==> src/rtl/operand_fetch.sv <==
// Operand fetch: drives register-file reads, tracks pending writes, issues registered operand
// packets to execute. Define OPFETCH_BYPASS_EN to forward writeback data to a stalled reader.
module operand_fetch #(
    parameter int unsigned XLEN   = 32,
    parameter int unsigned REG_AW = 5
) (
    input  logic              clk,
    input  logic              reset,
    input  logic              id_valid,
    output logic              id_ready,
    input  logic [REG_AW-1:0] id_rs1,
    input  logic [REG_AW-1:0] id_rs2,
    input  logic              id_rs1_en,
    input  logic              id_rs2_en,
    input  logic [REG_AW-1:0] id_rd,
    input  logic              id_rd_en,
    input  logic [XLEN-1:0]   id_imm,
    output logic [REG_AW-1:0] src_rs1,
    output logic [REG_AW-1:0] src_rs2,
    output logic              rs1_valid,
    output logic              rs2_valid,
    input  logic [XLEN-1:0]   rs1,
    input  logic [XLEN-1:0]   rs2,
    input  logic              wb_valid,
    input  logic [REG_AW-1:0] wb_rd,
    input  logic [XLEN-1:0]   wb_data,
    output logic              ex_valid,
    input  logic              ex_ready,
    output logic [XLEN-1:0]   ex_op1,
    output logic [XLEN-1:0]   ex_op2,
    output logic [XLEN-1:0]   ex_imm,
    output logic [REG_AW-1:0] ex_rd,
    output logic              ex_rd_en
);

    localparam int unsigned NumRegs = 1 << REG_AW;

    logic [NumRegs-1:0] busy_q, busy_d;
    logic               ex_valid_q, ex_valid_d;
    logic [XLEN-1:0]    ex_op1_q, ex_op1_d;
    logic [XLEN-1:0]    ex_op2_q, ex_op2_d;
    logic [XLEN-1:0]    ex_imm_q, ex_imm_d;
    logic [REG_AW-1:0]  ex_rd_q, ex_rd_d;
    logic               ex_rd_en_q, ex_rd_en_d;

    logic rs1_used, rs2_used;
    logic byp_rs1, byp_rs2;
    logic hazard_rs1, hazard_rs2, hazard;
    logic issue;
    logic [XLEN-1:0] op1, op2;

    assign src_rs1   = id_rs1;
    assign src_rs2   = id_rs2;
    assign rs1_valid = id_valid & id_rs1_en;
    assign rs2_valid = id_valid & id_rs2_en;

    assign rs1_used = id_rs1_en && (id_rs1 != '0);
    assign rs2_used = id_rs2_en && (id_rs2 != '0);

`ifdef OPFETCH_BYPASS_EN
    assign byp_rs1 = wb_valid && (wb_rd != '0) && (wb_rd == id_rs1);
    assign byp_rs2 = wb_valid && (wb_rd != '0) && (wb_rd == id_rs2);
`else
    assign byp_rs1 = 1'b0;
    assign byp_rs2 = 1'b0;
`endif

    assign hazard_rs1 = rs1_used && busy_q[id_rs1] && !byp_rs1;
    assign hazard_rs2 = rs2_used && busy_q[id_rs2] && !byp_rs2;
    assign hazard     = hazard_rs1 | hazard_rs2;

    assign id_ready = (!ex_valid_q | ex_ready) & !hazard;
    assign issue    = id_valid & id_ready;

    always_comb begin
        op1 = '0;
        op2 = '0;
        if (rs1_used) op1 = byp_rs1 ? wb_data : rs1;
        if (rs2_used) op2 = byp_rs2 ? wb_data : rs2;
    end

    always_comb begin
        busy_d = busy_q;
        if (wb_valid && (wb_rd != '0)) busy_d[wb_rd] = 1'b0;
        // Set after clear so a same-cycle new writer keeps the register busy.
        if (issue && id_rd_en && (id_rd != '0)) busy_d[id_rd] = 1'b1;
        busy_d[0] = 1'b0;
    end

    always_comb begin
        ex_valid_d = ex_valid_q;
        ex_op1_d   = ex_op1_q;
        ex_op2_d   = ex_op2_q;
        ex_imm_d   = ex_imm_q;
        ex_rd_d    = ex_rd_q;
        ex_rd_en_d = ex_rd_en_q;
        if (issue) begin
            ex_valid_d = 1'b1;
            ex_op1_d   = op1;
            ex_op2_d   = op2;
            ex_imm_d   = id_imm;
            ex_rd_d    = id_rd;
            ex_rd_en_d = id_rd_en;
        end else if (ex_ready) begin
            ex_valid_d = 1'b0;
        end
    end

    always_ff @(posedge clk or posedge reset) begin
        if (reset) begin
            busy_q     <= '0;
            ex_valid_q <= 1'b0;
            ex_op1_q   <= '0;
            ex_op2_q   <= '0;
            ex_imm_q   <= '0;
            ex_rd_q    <= '0;
            ex_rd_en_q <= 1'b0;
        end else begin
            busy_q     <= busy_d;
            ex_valid_q <= ex_valid_d;
            ex_op1_q   <= ex_op1_d;
            ex_op2_q   <= ex_op2_d;
            ex_imm_q   <= ex_imm_d;
            ex_rd_q    <= ex_rd_d;
            ex_rd_en_q <= ex_rd_en_d;
        end
    end

    assign ex_valid = ex_valid_q;
    assign ex_op1   = ex_op1_q;
    assign ex_op2   = ex_op2_q;
    assign ex_imm   = ex_imm_q;
    assign ex_rd    = ex_rd_q;
    assign ex_rd_en = ex_rd_en_q;

endmodule

==> config.mk <==
export PLATFORM = sky130hd
export DESIGN_NAME = operand_fetch
export DESIGN_NICKNAME = d
export VERILOG_FILES = /design/src/rtl/operand_fetch.sv
export SDC_FILE = /design/constraint.sdc
export NUM_CORES = 1
export LEC_CHECK = 0
export CAP_MARGIN = 15
export CORE_MARGIN = 3
export CORE_UTILIZATION = 40
export DETAILED_ROUTE_END_ITERATION = 7
export PLACE_DENSITY_LB_ADDON = 0.05
export SLEW_MARGIN = 30
export SYNTH_ARGS = -nofsm -noshare
export SYNTH_HDL_FRONTEND = slang
export SYNTH_SLANG_ARGS = --single-unit
==> constraint.sdc <==
create_clock -name clk -period 5.3 [get_ports clk]
set_clock_uncertainty 0.05 [all_clocks]
set_input_delay 1.06 -clock clk [delete_from_list [all_inputs] [get_ports clk]]
set_output_delay 1.06 -clock clk [all_outputs]
set_load 0.02 [all_outputs]
After elaboration in Yosys (flattened, before gate mapping)
Cells that the tools add are included.
W data, S select, Z words.
{ "classes": {"n_lt_le_gt_ge": 6, "muxes": 14, "bitwise": 9, "n_reduce_logical": 16} }
{ "ops": {"columns": ["op", "count"], "rows": [
  ["$mux W32", 4],
  ["$and A32 B32 Y32", 1],
  ["$not A32 Y32", 1],
  ["$or A32 B32 Y32", 1],
  ["$lt A5 B6 Y1 const B", 4],
  ["$reduce_bool A5 Y1", 4],
  ["$bmux W1 S5", 2],
  ["$demux W1 S5", 2],
  ["$ge A5 B1 Y1 const B", 2],
  ["$logic_and A1 B1 Y1", 9],
  ["$mux W1", 6],
  ["$and A1 B1 Y1", 4],
  ["$logic_not A1 Y1", 2],
  ["$or A1 B1 Y1", 2],
  ["$reduce_bool A2 Y1", 1]
]} }
{ "totals": {"ff_bits": 134, "input_bits": 156, "output_inout_bits": 116, "word_cells": 52} }

Longest topological paths before layout
{ "depth": {"ltp_word": 10, "ltp_mapped": 9, "depth_no_buf": 6} }

Least setup slack after synthesis
OpenSTA, ideal clock, no wires.
{ "synth_timing": {"kind": "input -> output", "from": "in id_rs1[1]", "to": "out id_ready", "arrival_time_ns": 2.844, "required_time_ns": 4.190, "slack_ns": 1.346, "path_stages": 8, "path_buffers": 3, "cell_sequence": "buf_4 -> mux4_2 -> mux2_2 -> o311ai_4 -> o21ai_1 -> buf_2 -> buf_2 -> inv_1"} }
{ "synth_via": {"elab_chain_len": 6, "elab_cells_between_ends": 8, "classes_between": "mux (2); bitwise (2); reduce/logical (4)"} }
{ "synth_lines": {"columns": ["item", "line", "text"], "rows": [
  ["start, declared", "11", "input logic [REG_AW-1:0] id_rs1,"],
  ["$bmux W1 S5 or $reduce_bool A5 Y1 (tied branches)", "68, 57", null],
  ["$mux W1 (implied by the code) or $logic_and A1 B1 Y1 (tied branches)", "68, 57", null],
  ["$logic_and A1 B1 Y1 *", "68", "assign hazard_rs1 = rs1_used && busy_q[id_rs1] && !byp_rs1;"],
  ["$or A1 B1 Y1 *", "70", "assign hazard = hazard_rs1 | hazard_rs2;"],
  ["$logic_not A1 Y1 *", "72", "assign id_ready = (!ex_valid_q | ex_ready) & !hazard;"],
  ["$and A1 B1 Y1 *", "72", null],
  ["end, declared", "10", "output logic id_ready,"]
]} }
Every way passes the cells marked *; elsewhere a longest branch is shown, timed or not. The select of a mux whose other input is x is not followed.

Final worst setup path
{ "layout_timing": {"from": "in id_rs2[2]", "to": "out id_ready"} }
{ "layout_via": {"elab_chain_len": 6, "elab_cells_between_ends": 8, "classes_between": "mux (2); bitwise (2); reduce/logical (4)"} }
{ "layout_lines": {"columns": ["item", "line", "text"], "rows": [
  ["start, declared", "12", "input logic [REG_AW-1:0] id_rs2,"],
  ["$bmux W1 S5 or $reduce_bool A5 Y1 (tied branches)", "69, 58", null],
  ["$mux W1 (implied by the code) or $logic_and A1 B1 Y1 (tied branches)", "69, 58", null],
  ["$logic_and A1 B1 Y1 *", "69", "assign hazard_rs2 = rs2_used && busy_q[id_rs2] && !byp_rs2;"],
  ["$or A1 B1 Y1 *", "70", null],
  ["$logic_not A1 Y1 *", "72", null],
  ["$and A1 B1 Y1 *", "72", null]
]} }
Marks and branches as above.

==> metrics.yaml <==
timing:
  fin_crit_sh_pct: 93.13
  setup_ws_ns: 0.3641
  finalCriticalPeriod_ns: 4.936
  relSlewSlack_pct: 38.33
  hold_viol_final: 0
  setup-tns-final_ns: 0
  worst_pin_slew_ns: 0.9251
  finalSetupViolations: 0
  max_freq_ghz: 0.2026
  rsz0062_at_grt: "no"
  drv_slew: 0
final_layout:
  antennaDiodeCount: 0
  final_util_pct: 61.59
  areaGrowthSynthToFinish_pct: 49.05
  fin_nets: 880
  drive_above_1_share_pct: 15.06
  fin_cells: 948
worst_setup_path:
  cp_data_required_time_ns: 4.19
  path_class: "input pin to output pin"
  rr_endpoint: "ex_imm[25]"
  end_kind: "output pin"
  startpoint_type: "input pin"
  rrSetupSlack_ns: 2.60
  rr_startpoint: "busy_q[5]"
  worstPathArrival_ns: 3.83
  critPathMaxFanout: 9
  worstRegToRegCells: 7
placed_design:
  port_buffers: 239
  place_ws_ns: 0.3809
  place_inst: 916
  routabilityCongestion: 0.8658
  hpwl_um: 13170
grt:
  grt_pass1_wl_um: 30360
  grt_max_degree: 88
  grt_pass1_vias: 5294
  overflow: 0
  gr-usage-all-layers_pct: 21.80
  grt_antenna_before_repair: 0
clock_network:
  ctsHtreeMaxLevel: 4
  postCtsHoldBufs: 0
  cts_buffers: 17
  cts.clk_slew.worst_paths_ns: 0.06
  postCtsSetupRepairBufs: 0
  cts.repair.resized: 0
  clk_path_buf_depth: 2
  cts_tree: "done"
  clk_latency_ns: 0.41
  cts-root-buf: "clkbuf_16"
  clock_sinks: 134
floorplan:
  die_x_um: 131.8
  ioPinCount: 272
  coreArea_mm2: 0.01531
  die_area_mm2: 0.01737
  rows: 45
  start_util_pct: 41.32
  die_h_um: 131.8
route:
  first_pass_iters: 4
  routed_wl_um: 18860
  drtIter0Drc: 343
  drt.antenna.violating_nets: 0
  drc: 0
  via_count: 5208
  viasPerCell: 5.494
  wl_per_cell_um: 19.89
yosys:
  ys_top_cells_by_area: "dfrtp_1 (53%), mux2_4 (9.0%), o2bb2ai_1 (8.9%), nand3_1 (5.9%), mux4_2 (4.3%)"
  ys_ff_latch: 134
  ys_top_cells_by_count: "dfrtp_1 (134), nand3_1 (74), o2bb2ai_1 (64), mux2_4 (38), o21ai_0 (33)"
  ys_types: 36
  synth_flop_cell: "dfrtp_1"
  syn_area_mm2: 0.006329
  yosys_warnings: 0
  synth_top_area_share_pct: 52.99
  syn_avg_cell_area_um2: 12.46
  yosys.area.top_type: "dfrtp_1"
  synthArstFlopShare_pct: 100.0
  synth_edf_count: 0
  ys_seq_area_share_pct: 52.99
  synth.most_common_cell: "dfrtp_1"
  synthesis.nets: 664
  synth_cells: 508
pwr:
  p_int_mw: 2.571
  peakVddDrop_uv: 250.0
  combPwrFrac_pct: 28.0
  seqPwrFrac_pct: 36.3
  pwr_density_cell_mw_per_mm2: 384.5
  swShare_pct: 29.11
  p_clk_share_pct: 35.7
  leakage_nw: 3.837
  switchingPower_mw: 1.056
min_path:
  hold_path_startpoint: "ex_op1[29]"
  min_to: "ex_op1[29]"
  min_path_type: "flip-flop to flip-flop"
  holdPathStages: 1
run_status:
  status: "finished clean"
flow_run:
  drv_cap: 0
[metrics by stage]
stage / cell area (um2) / hold slack, ns / power [mW]
6_report: 9433 / 0.4362 / 3.627
5_1_grt: 9433 / 0.4494 / 3.788
4_1_cts: 9433 / 0.4407 / 3.661
3_5_place_dp: 8780 / 0.4231 / 2.351
3_3_place_gp: 8777 / 0.4203 / 2.336
2_1_floorplan: 6329 / 0.4341 / 1.858
[area by class of cell]
type	instances	area (um2)
clock inverter	15	227.7
inverter	4	20.02
fill	1255	5882
multi-input combinational	316	2653
tap	211	264.0
clock buffer	17	425.4
timing repair buffer	251	2490
sequential	134	3353
[registers in the layout, summed over array words and instances (netlist names)]
signal and flops:
ex_op1 32, ex_rd_en 1, ex_rd 5, ex_valid 1, ex_imm 32, busy_q 31, ex_op2 32
[kinds of logic (layout without fill, tap and decap cells)]
| group | after synthesis | in the layout | synth area share (%) |
|---|---|---|---|
| compound gates | 140 | 140 | 17.14 |
| flops | 134 | 134 | 52.99 |
| simple gates | 118 | 118 | 9.886 |
| mux | 58 | 58 | 14.65 |
| buf+inv | 58 | 287 | 5.338 |
[worst max-delay path by stage]
stage | startpoint | end
after floorplan | reset | busy_q[10]
after global placement | id_rs2[2] | id_ready
after detailed placement | id_rs2[2] | id_ready
after CTS | id_rs2[2] | id_ready
after global routing | id_rs2[2] | id_ready
final | id_rs2[2] | id_ready
[cell usage in the layout, fill, tap and decap left out, types with 6 or more instances in the layout]
cell type and count:
buf_4 11, clkbuf_16 17, clkdlybuf4s50_1 238, dfrtp_1 134
mux2_4 38, mux4_2 12, nand2_1 7, nand3_1 74
nand3b_1 7, nor2_1 7, nor2b_1 6, o21ai_0 33
o2bb2ai_1 64, o31ai_1 31
[per-layer routing]
| metal | track usage, % | wire length [um] | vias up |
|---|---|---|---|
| li1 | - | - | 2362 |
| met1 | 28.45 | 7954 | 2620 |
| met2 | 34.84 | 9136 | 211 |
| met3 | 7.595 | 1549 | 15 |
| met4 | 6.009 | 218 | 0 |
| met5 | 0 | 0 | - |
[worst max-delay path, stage by stage]
cell             delay [ns]
clkdlybuf4s50_1        0.72
buf_4                  0.22
mux2_2                 0.34
o21ai_0                0.15
a311oi_1               0.08
o221ai_1               0.46
o21ai_4                0.10
inv_1                  0.08
clkdlybuf4s50_1        0.61
[power by group through the flow]
stage / logic [mW] / clock network [mW] / registers [mW]
floorplan: 0.385 / 0 / 1.47
global placement: 1.01 / 0 / 1.32
detailed placement: 1.02 / 0 / 1.33
CTS: 1.03 / 1.32 / 1.32
global route: 1.08 / 1.37 / 1.34
finish: 1.02 / 1.29 / 1.32
No activity file was read; power rests on OpenSTA's default activity.
